**config.mk**
```make
export PLATFORM = sky130hd
export DESIGN_NAME = cordic_range_reducer
export DESIGN_NICKNAME = d
export VERILOG_FILES = /design/src/rtl/cordic_range_reducer.sv
export SDC_FILE = /design/constraint.sdc
export NUM_CORES = 1
export LEC_CHECK = 0
export ABC_AREA = 1
export ABC_CLOCK_PERIOD_IN_PS = 7500
export CORE_AREA = 2 2 163 165
export CTS_CLUSTER_DIAMETER = 30
export DETAILED_ROUTE_END_ITERATION = 16
export DIE_AREA = 0 0 165 167
export PLACE_DENSITY = 0.92
export SLEW_MARGIN = 40
export SYNTH_ARGS = -nofsm -noshare
export SYNTH_HDL_FRONTEND = slang
export SYNTH_SLANG_ARGS = --single-unit
```
**constraint.sdc**
```tcl
create_clock -name i_clk -period 7.5 [get_ports i_clk]
set_input_delay 1.125 -clock i_clk [delete_from_list [all_inputs] [get_ports i_clk]]
set_output_delay 1.125 -clock i_clk [all_outputs]
set_load 0.01 [all_outputs]
```
**src/rtl/cordic_range_reducer.sv**
```systemverilog
// Range reducer wrapped around the 16-iteration cordic core: bit-serial mod-360 reduction,
// fold into [-90, 90] degrees, core handshake and quadrant sign fix on cosine.
`timescale 1ns/1ps
module cordic_range_reducer #(
  parameter int ANGLE_W = 48
) (
  input  logic               i_clk,
  input  logic               i_rst,
  input  logic               i_in_valid,
  output logic               o_in_ready,
  input  logic [ANGLE_W-1:0] i_in_angle,
  output logic               o_cor_s,
  output logic [31:0]        o_cor_angle,
  input  logic               i_cor_done,
  input  logic [31:0]        i_cor_sine,
  input  logic [31:0]        i_cor_cosine,
  output logic               o_out_valid,
  input  logic               i_out_ready,
  output logic [31:0]        o_out_sine,
  output logic [31:0]        o_out_cosine,
  output logic               o_busy
);

  localparam int CNT_W = $clog2(ANGLE_W);

  localparam logic [2:0] S_IDLE   = 3'd0;
  localparam logic [2:0] S_REDUCE = 3'd1;
  localparam logic [2:0] S_FOLD   = 3'd2;
  localparam logic [2:0] S_RUN    = 3'd3;
  localparam logic [2:0] S_OUT    = 3'd4;

  localparam logic        [32:0] DIV   = 33'd3600000000;
  localparam logic signed [33:0] FULL  = 34'sd3600000000;
  localparam logic signed [33:0] HALF  = 34'sd1800000000;
  localparam logic signed [33:0] QUART = 34'sd900000000;

  logic [2:0]         r_state;
  logic               r_sign;
  logic [ANGLE_W-1:0] r_mag;
  logic [31:0]        r_rem;
  logic [CNT_W-1:0]   r_cnt;
  logic               r_neg;
  logic               r_in_ready;
  logic               r_busy;
  logic               r_cor_s;
  logic [31:0]        r_cor_angle;
  logic               r_out_valid;
  logic [31:0]        r_out_sine;
  logic [31:0]        r_out_cosine;

  logic [32:0]        w_shift;
  logic [31:0]        w_rem_next;
  logic signed [33:0] w_r0;
  logic signed [33:0] w_r1;
  logic signed [31:0] w_a;
  logic               w_neg;

  // Restoring remainder step: the magnitude is consumed MSB-first by shifting it left.
  always_comb begin
    w_shift    = {r_rem, r_mag[ANGLE_W-1]};
    w_rem_next = w_shift[31:0];
    if (w_shift >= DIV) begin
      w_rem_next = 32'(w_shift - DIV);
    end else begin
      w_rem_next = w_shift[31:0];
    end
  end

  // Fold the signed remainder into (-180, 180], then into [-90, 90] remembering the cosine flip.
  always_comb begin
    w_r0  = r_sign ? -$signed({2'b00, r_rem}) : $signed({2'b00, r_rem});
    w_r1  = w_r0;
    w_a   = 32'sd0;
    w_neg = 1'b0;
    if (w_r0 > HALF) begin
      w_r1 = w_r0 - FULL;
    end else if (w_r0 <= -HALF) begin
      w_r1 = w_r0 + FULL;
    end else begin
      w_r1 = w_r0;
    end
    if (w_r1 > QUART) begin
      w_a   = 32'(HALF - w_r1);
      w_neg = 1'b1;
    end else if (w_r1 < -QUART) begin
      w_a   = 32'(-HALF - w_r1);
      w_neg = 1'b1;
    end else begin
      w_a   = 32'(w_r1);
      w_neg = 1'b0;
    end
  end

  // Control sequence and every registered output.
  always_ff @(posedge i_clk) begin
    if (i_rst) begin
      r_state      <= S_IDLE;
      r_sign       <= 1'b0;
      r_mag        <= '0;
      r_rem        <= 32'd0;
      r_cnt        <= '0;
      r_neg        <= 1'b0;
      r_in_ready   <= 1'b1;
      r_busy       <= 1'b0;
      r_cor_s      <= 1'b0;
      r_cor_angle  <= 32'd0;
      r_out_valid  <= 1'b0;
      r_out_sine   <= 32'd0;
      r_out_cosine <= 32'd0;
    end else begin
      case (r_state)
        S_IDLE: begin
          if (i_in_valid) begin
            r_sign     <= i_in_angle[ANGLE_W-1];
            r_mag      <= i_in_angle[ANGLE_W-1] ? -i_in_angle : i_in_angle;
            r_rem      <= 32'd0;
            r_cnt      <= CNT_W'(ANGLE_W - 1);
            r_in_ready <= 1'b0;
            r_busy     <= 1'b1;
            r_state    <= S_REDUCE;
          end
        end
        S_REDUCE: begin
          r_rem <= w_rem_next;
          r_mag <= r_mag << 1;
          if (r_cnt == '0) begin
            r_state <= S_FOLD;
          end else begin
            r_cnt <= r_cnt - CNT_W'(1);
          end
        end
        S_FOLD: begin
          r_cor_angle <= w_a;
          r_neg       <= w_neg;
          r_cor_s     <= 1'b1;
          r_state     <= S_RUN;
        end
        S_RUN: begin
          if (i_cor_done) begin
            r_out_sine   <= i_cor_sine;
            r_out_cosine <= r_neg ? -i_cor_cosine : i_cor_cosine;
            r_cor_s      <= 1'b0;
            r_out_valid  <= 1'b1;
            r_state      <= S_OUT;
          end
        end
        S_OUT: begin
          if (i_out_ready) begin
            r_out_valid <= 1'b0;
            r_in_ready  <= 1'b1;
            r_busy      <= 1'b0;
            r_state     <= S_IDLE;
          end
        end
        default: begin
          r_state     <= S_IDLE;
          r_in_ready  <= 1'b1;
          r_busy      <= 1'b0;
          r_cor_s     <= 1'b0;
          r_out_valid <= 1'b0;
        end
      endcase
    end
  end

  assign o_in_ready   = r_in_ready;
  assign o_busy       = r_busy;
  assign o_cor_s      = r_cor_s;
  assign o_cor_angle  = r_cor_angle;
  assign o_out_valid  = r_out_valid;
  assign o_out_sine   = r_out_sine;
  assign o_out_cosine = r_out_cosine;

endmodule
```
After elaboration in Yosys (flattened, before gate mapping)
Index checks and enable logic that the tools add are counted.

cells by class
  reductions and logical operators = 14
  bitwise logic cells = 3
  muxes and demuxes = 32
  equal/unequal tests = 9
  $add $sub $neg = 9
  $lt $le $gt $ge = 5

operators with widths
  kind                    count
  $mux 32                 5
  $mux 34                 3
  $mux 48                 2
  $pmux 48 s2             1
  $pmux 32 s2             1
  $sub 32x32->32 const A  2
  $neg 48->48             1
  $add 34x33->34 const B  1
  $gt 34x31->1 const B    1
  $gt 34x32->1 const B    1
  $le 34x32->1 const B    1
  $lt 34x31->1 const B    1
  $neg 32->34             1
  $sub 34x33->34 const B  1
  $ge 33x32->1 const B    1
  $neg 32->32             1
  $sub 32x32->32 const B  1
  $pmux 3 s5              1
  $mux 3                  4
  $mux 6                  2
  $pmux 1 s3              4
  $pmux 6 s2              1
  $ne 2x2->1 const B      5
  $reduce_and 3->1        3
  12 further kinds        27

word-level totals
  output and inout bits = 100
  bits of input ports = 117
  logic and storage cells = 85
  flip-flop bits (word level) = 191

Logic depth before layout (Yosys ltp)
Gate-level depths: netlist of the first run.

  word-level depth = 8
  gate-level depth with buffers = 37
  depth with buffers taken out = 37

Least setup slack after synthesis of the first run
Ideal clock, no wire load.

  kind = reg-to-reg
  start = register r_rem[9]
  end = register r_cor_angle[9], in the netlist o_cor_angle[9]
  arrival = 3.464 ns
  stages on the path, launching flop included = 29
  path slack = 3.903 ns
  library setup time = 0.132 ns
  data required time = 7.368 ns
  clock period less this slack = 3.597 ns
  cells stage by stage = dfxtp_1 -> inv_1 -> ha_1 -> nand2_1 -> nor2_1 -> nor2_1 -> nor2_4 -> nand2_1 -> nand2_1 -> inv_2 -> nand2_1 -> nor4_2 -> nand3_4 -> nand2_4 -> buf_8 -> nand2_1 -> nand3_1 -> nand2_1 -> buf_6 -> nor2_4 -> nand2_1 -> nor2_1 -> nand3_1 -> nand3_1 -> buf_4 -> buf_6 -> nand3_1 -> nand3_1 -> a21oi_1

between the ends
  longest elaborated chain between the ends = 8

ends and longest elaborated chain
  element                                         RTL line  text
  from (decl)                                     40        logic [31:0] r_rem;
  from (signal assigned)                          124       r_rem <= w_rem_next;
  $neg 32->34                                     71        w_r0 = r_sign ? -$signed({2'b00, r_rem}) : $signed({2'b00, r_rem});
  $mux 34 (*)                                     71
  $add 34x33->34 or $le 34x32->1 (tied branches)  78, 77
  $mux 34                                         77        end else if (w_r0 <= -HALF) begin
  $mux 34 (*)                                     75        if (w_r0 > HALF) begin
  $sub 32x32->32 or $lt 34x31->1 (tied branches)  86, 85
  $mux 32                                         85        end else if (w_r1 < -QUART) begin
  $mux 32 (*)                                     82        if (w_r1 > QUART) begin
  to (signal assigned)                            133       r_cor_angle <= w_a;
  to (decl)                                       46        logic [31:0] r_cor_angle;

Mark *: on every way between the ends. The rest lies on a longest branch, timed or not.
A chain may end at the register's enable or synchronous reset.

Final worst setup path of the first run
  start = register r_sign
  end = register r_cor_angle[1], in the netlist o_cor_angle[1]

between the ends
  longest elaborated chain between the ends = 7

ends and longest elaborated chain
  element                                         RTL line  text
  from (decl)                                     38        logic r_sign;
  from (signal assigned)                          114       r_sign <= i_in_angle[ANGLE_W-1];
  $mux 34 (*)                                     71
  $add 34x33->34 or $le 34x32->1 (tied branches)  78, 77
  $mux 34                                         77
  $mux 34 (*)                                     75
  $sub 32x32->32 or $lt 34x31->1 (tied branches)  86, 85
  $mux 32                                         85
  $mux 32 (*)                                     82

Marks and branches as above.

==> flow_summary_export.csv, run 1 <==
group,metric,value,unit
synthesis,synth_top_area_share,24.95,%
die,dieHeight,167,um
cells_and_area,nets,2906,
route,finalWirelength,53540,um
global_route,antenna_found_initial,1,
synthesis,ys_top_cells_by_area,"dfxtp_1, nand2_1, nor2_1, nand3_1, inv_1",
global_route,grt_usage,37.85,%
job,drv_cap,0,
worst_setup_path,start_kind,"flop",
clocking,cts-buffers-inserted,17,
clocking,postCtsSetupBuffers,0,
timing,finalSetupTns,0,ps
route,via_per_inst,5.928,
pwr,p_per_area,196.2,nW/um2
worst_setup_path,setup.worst_path.class,"reg2reg",
synthesis,async_reset_ff_share,0,%
cells_and_area,finalInstanceArea,18060,um2
synthesis,synth_flop_cell,"dfxtp_1",
die,die_w,165,um
synthesis,synth_area,15330,um2
worst_setup_path,critPathMostFrequentCell,"nand2_1",
clocking,clk_latency,450,ps
place,gp_congestion,0.9961,
route,avgRoutedWirePerCell,17.11,um
worst_setup_path,rrSetupSlack,1580,ps
place,portBuffers,216,
cells_and_area,syn2layout_area_growth,17.87,%
timing,fin_hold_ws,467.8,ps
hold_path,hold_depth,2,
worst_setup_path,cp_max_fo,34,
pwr,p_leak,8.097,nW
timing,period_share,78.88,%
route,drc,0,
cells_and_area,seq_area,3824,um2
die,io_pins,217,
worst_setup_path,worstPathArrival,6220,ps
synthesis,ys_ff_latch,191,
synthesis,yosysWarnings,0,
outcome,run_status,"complete, no violations",
timing,fmax,0.1690,GHz
hold_path,worst_hold_path_type,"reg2reg",
clocking,clk_pin_slew_worst_paths,80,ps
die,fp.dieArea,27560,um2
clocking,htree_levels,4,
synthesis,syn_avg_cell_area,5.794,um2
global_route,grt_max_degree,92,
timing,finalHoldViolCount,0,
die,start_util,59.49,%
synthesis,ys_seq_area_share,24.95,%
route,drt_first_pass_iters,12,
clocking,cts_resized,0,
timing,report.final.slew_viol_count,0,
hold_path,min_from,"o_cor_angle[8]",
hold_path,holdPathEnd,"o_cor_angle[8]",
timing,fin_crit,5916,ps
synthesis,synth-edff-count,0,
timing,finClkSkew,24.92,ps
clocking,cts-root-buf,"clkbuf_16",
synthesis,synth_top_cell_by_area,"dfxtp_1",
worst_setup_path,worst-path-buf-inv,6,
die,num_rows,59,
synthesis,synthCells,2645,
timing,tightest_slew,821.9,ps
place,place_area,17460,um2
die,core_area,25760,um2
worst_setup_path,timing.rr.start,"r_sign",
worst_setup_path,timing.rr.end,"o_cor_angle[1]",
cells_and_area,multiInputGateArea,10050,um2
timing,rsz0062_at_grt,"false",
global_route,grt_pass1_wl,85240,um
synthesis,ys_types,59,
clocking,ctsHoldBuffers,0,
timing,slew_headroom,45.20,%
pwr,vdd_drop_max,204.6,uV
cells_and_area,nFillCells,2175,
worst_setup_path,cp.required,7800,ps
global_route,first_global_vias,17140,
worst_setup_path,endpoint_kind,"flop",
worst_setup_path,crit_family,"simple AND/OR/NAND/NOR gates",
clocking,cts_sinks,191,
worst_setup_path,slowest_stage,"nand3_1",
worst_setup_path,r2r_cells,24,
clocking,clockBufferDepth,2,
worst_setup_path,path_cells,"buf_4 > inv_2 > o21ai_2 > xor2_1 > inv_1 > nand2_1 > nor2_1 > nand3_1 > nor2_1 > a21oi_2 > nand2_2 > inv_2 > o21ai_0 > nand2_1 > inv_1 > nand2_1 > nand2_1 > nand3_1 > nand3_1 > buf_4 > nand2_2 > nand2_1 > nand3_1 > a21oi_1",
pwr,power,3.544,mW
route,drt-initial-drc-count,2096,
worst_setup_path,slowest_delay,520,ps
cells_and_area,layout-drive-gt1-share,5.514,%
timing,setup_viol,0,
global_route,grt_overflow,0,
route,ant_nets,0,
clocking,tritoncts,"built",
route,vias,18550,
place,place_hpwl,39780,um
synthesis,synth_fp_nets,2771,
[Yosys cell counts, types with 19 or more instances]
cell type / n
a21oi_1: 132
a31oi_1: 58
clkbuf_1: 72
dfxtp_1: 191
inv_1: 225
nand2_1: 791
nand2_2: 35
nand3_1: 259
nand4_1: 34
nor2_1: 362
nor3_1: 34
o21ai_0: 145
xnor2_1: 19
xor2_1: 68
[worst register-to-register path, cell delays in order, from the launching register on]
cell	delay, ps
dfxtp_1	310
buf_4	340
inv_2	230
o21ai_2	340
xor2_1	430
inv_1	160
nand2_1	120
nor2_1	100
nand3_1	130
nor2_1	70
a21oi_2	220
nand2_2	410
inv_2	450
o21ai_0	170
nand2_1	360
inv_1	200
nand2_1	110
nand2_1	80
nand3_1	110
nand3_1	520
buf_4	440
nand2_2	190
nand2_1	90
nand3_1	110
a21oi_1	80
[metrics by stage]
stage | setup WS (ps) | std cells | util, %
6_report | 1584 | 3129 | 70.12
5_1_grt | 1178 | 3128 | 70.11
4_1_cts | 1773 | 3128 | 70.10
3_5_place_dp | 1856 | 3096 | 67.76
3_3_place_gp | 2056 | 3096 | 67.74
2_1_floorplan | 3903 | 2645 | -
[flip-flops by register name, indices dropped and copies added, names as in the netlist, 3 cells and up]
signal / cells
r_mag: 48
o_cor_angle: 32
o_out_cosine: 32
o_out_sine: 32
r_rem: 32
r_cnt: 6
r_state: 3
[metal layers]
layer	global-route usage, %	wire [um]
met4	16.48	2370
met2	63.68	25260
met3	5.679	4746
met5	0	0
met1	47.71	21160
[power breakdown]
part | internal [mW] | switching (mW) | total (mW) | leakage [nW]
Combinational | 0.472 | 0.833 | 1.31 | 6.26
Sequential | 1.17 | 0.105 | 1.28 | 1.55
Clock | 0.460 | 0.503 | 0.963 | 0.289
[placed cells by master (no fill, tap or decap), drive strengths merged, types with 10 or more instances in the layout]
cell,Yosys,final
clkdlybuf4s50,0,215
clkbuf,72,18
nand3,264,264
a31oi,58,58
nand3b,10,10
or2,15,15
clkinv,6,11
inv,239,246
dfxtp,191,191
buf,39,12
nor4,17,17
nand4,34,34
nor3,36,36
o21bai,15,15
xor2,69,69
o21ai,164,164
nand2,828,828
a21oi,138,138
xnor2,19,19
nor2,377,377
[logic make-up after synthesis]
group,after synthesis,share of synthesized area [%]
simple gates,1590,44.28
compound gates,411,15.24
buf+inv,356,9.715
flops,191,24.95
xor+xnor,88,5.078
fa+ha+maj,9,0.7348
[final cells by class]
| type | count | area share (%) |
|---|---|---|
| diodes | 1 | 0.01385 |
| repair buffers | 227 | 12.41 |
| flip-flops and latches | 191 | 21.17 |
| well taps | 335 | 2.320 |
| clock inverters | 14 | 0.9073 |
| multi-input cells | 2098 | 55.64 |
| clock buffers | 18 | 2.431 |
| inverters | 245 | 5.105 |
[worst max-delay path by stage]
| stage | slack [ps] | to | startpoint | depth (start not counted) |
|---|---|---|---|---|
| after floorplan | 3900 | o_cor_angle[9] | r_rem[9] | 28 |
| after global placement | 2060 | o_cor_angle[6] | r_sign | 24 |
| after detailed placement | 1860 | o_cor_angle[1] | r_sign | 24 |
| after CTS | 1770 | o_cor_angle[1] | r_sign | 24 |
| after global routing | 1180 | o_cor_angle[1] | r_sign | 24 |
| final | 1580 | o_cor_angle[1] | r_sign | 24 |
Note: power is estimated with default switching activity, not from simulation.
==> run 2: changes to the inputs <==
- ABC_CLOCK_PERIOD_IN_PS: 7500 -> 5100
- CORE_AREA: 2 2 163 165 -> 2 2 177 179
- DIE_AREA: 0 0 165 167 -> 0 0 179 181
- PLACE_DENSITY: 0.92 -> 0.83
- clock period: 7.5 -> 5.1 ns (I/O delays scaled with it)
==> run 2 against run 1 <==
Against the previous run: sequential share of layout area is 0.30 points lower; global-route usage is 5.7 points lower; via count is 2.8% lower; register-to-register slack worse by 1200 ps; critical endpoint is now o_cor_angle[12].
==> flow_summary_export.csv, run 2 (synthesis results as in run 1) <==
group,metric,value,unit
pwr,switching_share,39.39,%
die,start_util,50.50,%
worst_setup_path,cp.depth,27,
die,core_area,30350,um2
route,drt-initial-drc-count,1846,
route,ant_nets,0,
worst_setup_path,crit_end,"o_cor_angle[12]",
cells_and_area,final_cell_mix,"nand2_1, nor2_1, nand3_1",
die,die_w,179,um
die,dieHeight,181,um
clocking,cts_sinks,191,
worst_setup_path,slowest_delay,560,ps
place,place_area,17660,um2
cells_and_area,regMostFlops,"r_mag",
clocking,ctsHoldBuffers,0,
timing,fin_crit,4672,ps
worst_setup_path,timing.rr.end,"o_cor_angle[12]",
cells_and_area,nets,2921,
global_route,grt_max_degree,92,
place,portBuffers,216,
global_route,grt_overflow,0,
pwr,power,5.112,mW
clocking,clockBufferDepth,2,
clocking,tritoncts,"built",
pwr,seqPwrFrac,36.7,%
worst_setup_path,worstPathArrival,5060,ps
place,place_hpwl,39840,um
timing,fmax,0.2141,GHz
pwr,pwr-share-clk,26.0,%
cells_and_area,layout_commonest_cell,"nand2_1",
global_route,antenna_found_initial,0,
worst_setup_path,rrSetupSlack,430,ps
global_route,first_global_vias,16600,
outcome,run_status,"complete, no violations",
die,io_pins,217,
clocking,htree_levels,4,
place,gp_congestion,1.018,
hold_path,min_from,"o_out_valid",
job,drv_cap,0,
pwr,p_leak,8.178,nW
cells_and_area,antenna_cells,0,
clocking,clk_latency,460,ps
pwr,p_per_area,278.9,nW/um2
pwr,power.switching,2.014,mW
global_route,grt_usage,32.15,%
timing,slew_headroom,44.85,%
worst_setup_path,timing.rr.start,"r_sign",
cells_and_area,syn2layout_area_growth,19.59,%
pwr,combPwrFrac,37.3,%
timing,period_share,91.60,%
worst_setup_path,worst-path-buf-inv,7,
route,drc,0,
clocking,cts-buffers-inserted,17,
route,vias,18020,
worst_setup_path,crit_family,"simple AND/OR/NAND/NOR gates",
timing,report.final.slew_viol_count,0,
worst_setup_path,setup.worst_path.class,"reg2reg",
cells_and_area,layout-drive-gt1-share,6.303,%
worst_setup_path,cp.required,5490,ps
worst_setup_path,r2r_cells,27,
worst_setup_path,worstSetupStartpoint,"r_sign",
route,drt_first_pass_iters,6,
worst_setup_path,critPathMostFrequentCell,"nand2_1",
route,finalWirelength,52770,um
clocking,clk_pin_slew_worst_paths,80,ps
clocking,cts-root-buf,"clkbuf_16",
timing,finClkSkew,9.587,ps
cells_and_area,finalInstanceArea,18330,um2
worst_setup_path,start_kind,"flop",
timing,setup_viol,0,
timing,tightest_slew,827.2,ps
die,num_rows,64,
hold_path,worst_hold_path_type,"reg2reg",
die,fp.dieArea,32400,um2
hold_path,hold_depth,2,
route,avgRoutedWirePerCell,16.47,um
worst_setup_path,cp_max_fo,36,
pwr,vdd_drop_max,263.0,uV
worst_setup_path,endpoint_kind,"flop",
global_route,grt_pass1_wl,84430,um
cells_and_area,largest_register_ffs,48,
worst_setup_path,slowest_stage,"dfxtp_1",
timing,finalHoldViolCount,0,
route,via_per_inst,5.625,
pwr,p_int,3.098,mW
==> run 2: cell types whose count changed in the layout (fill, tap and decap cells not counted), moves of 2 or more <==
cell	delta
nand2_1	-3
clkinv_8	-3
inv_2	-2
nand2_8	+2
buf_4	+14
nor2_2	+2
nor2_1	-3
inv_6	+4
==> run 2: worst min path at each step <==
stage                        to  slack (ps)
detailed placement       o_busy         460
global placement       r_mag[0]         450
global route        o_out_valid         480
finish              o_out_valid         470
CTS                   r_mag[14]         470
floorplan              r_mag[0]         440
==> run 2: metal layers <==
| metal | GRT usage, % | up-vias | part of all wire [%] | wire, um |
|---|---|---|---|---|
| met3 | 5.240 | 121 | 7.1 | 3737 |
| met5 | 0 | - | 0 | 0 |
| met1 | 41.68 | 8230 | 42 | 22330 |
| met4 | 13.53 | 0 | 3.8 | 1981 |
| met2 | 52.54 | 760 | 47 | 24720 |
| li1 | - | 8913 | - | - |
==> run 2: per-stage QoR <==
stage | utilization, % | TNS [ps] | cells | setup slack, ps | hold WS [ps]
final | 60.39 | 0 | 3204 | 428.3 | 466.1
after floorplan | - | 0 | 2645 | 1503 | 441.2
after global routing | 60.39 | -30.04 | 3204 | -15.12 | 483.4
after global placement | 58.19 | 0 | 3172 | 452.7 | 450.8
after CTS | 60.12 | 0 | 3204 | 320.8 | 468.1
after detailed placement | 58.20 | 0 | 3172 | 354.2 | 458.7
==> run 2: layout make-up <==
class | count | area, um2
multi-input cells | 2098 | 10120
flip-flops and latches | 191 | 3824
clock buffers | 19 | 442.9
repair buffers | 242 | 2367
fillers | 2922 | 12020
clock inverters | 13 | 138.9
well taps | 396 | 495.5
inverters | 245 | 935.9
==> run 2: worst register-to-register path: stages, from the launching register on <==
cell and delay, ps:
dfxtp_1 560, inv_2 230, o21ai_2 320, xor2_1 340, inv_1 150, nand2_1 120, nor2_1 100, nand3_1 160
nor2_1 70, a21oi_2 250, nand2_2 130, buf_4 210, a21oi_1 290, inv_1 80, nand2_1 90, buf_4 200
nand2_1 110, nor2_1 180, nand2_1 60, nand2_1 60, a21oi_1 60, nand2_2 130, nand2_8 190, inv_8 220
nand2_1 70, nand2_1 60, inv_1 50, a21oi_1 130
==> run 2: what timing repair did <==
action                     4_1_cts  5_1_grt
resized for setup                0       19
setup endpoints to repair        0       31
buffers inserted                 0        0
==> run 2: power groups by stage <==
stage	registers (mW)	clock network [mW]	logic [mW]
after global routing	1.90	1.41	2.12
after floorplan	1.90	0	1.19
after global placement	1.89	0	1.83
final	1.88	1.33	1.90
after detailed placement	1.90	0	1.87
after CTS	1.87	1.35	1.88
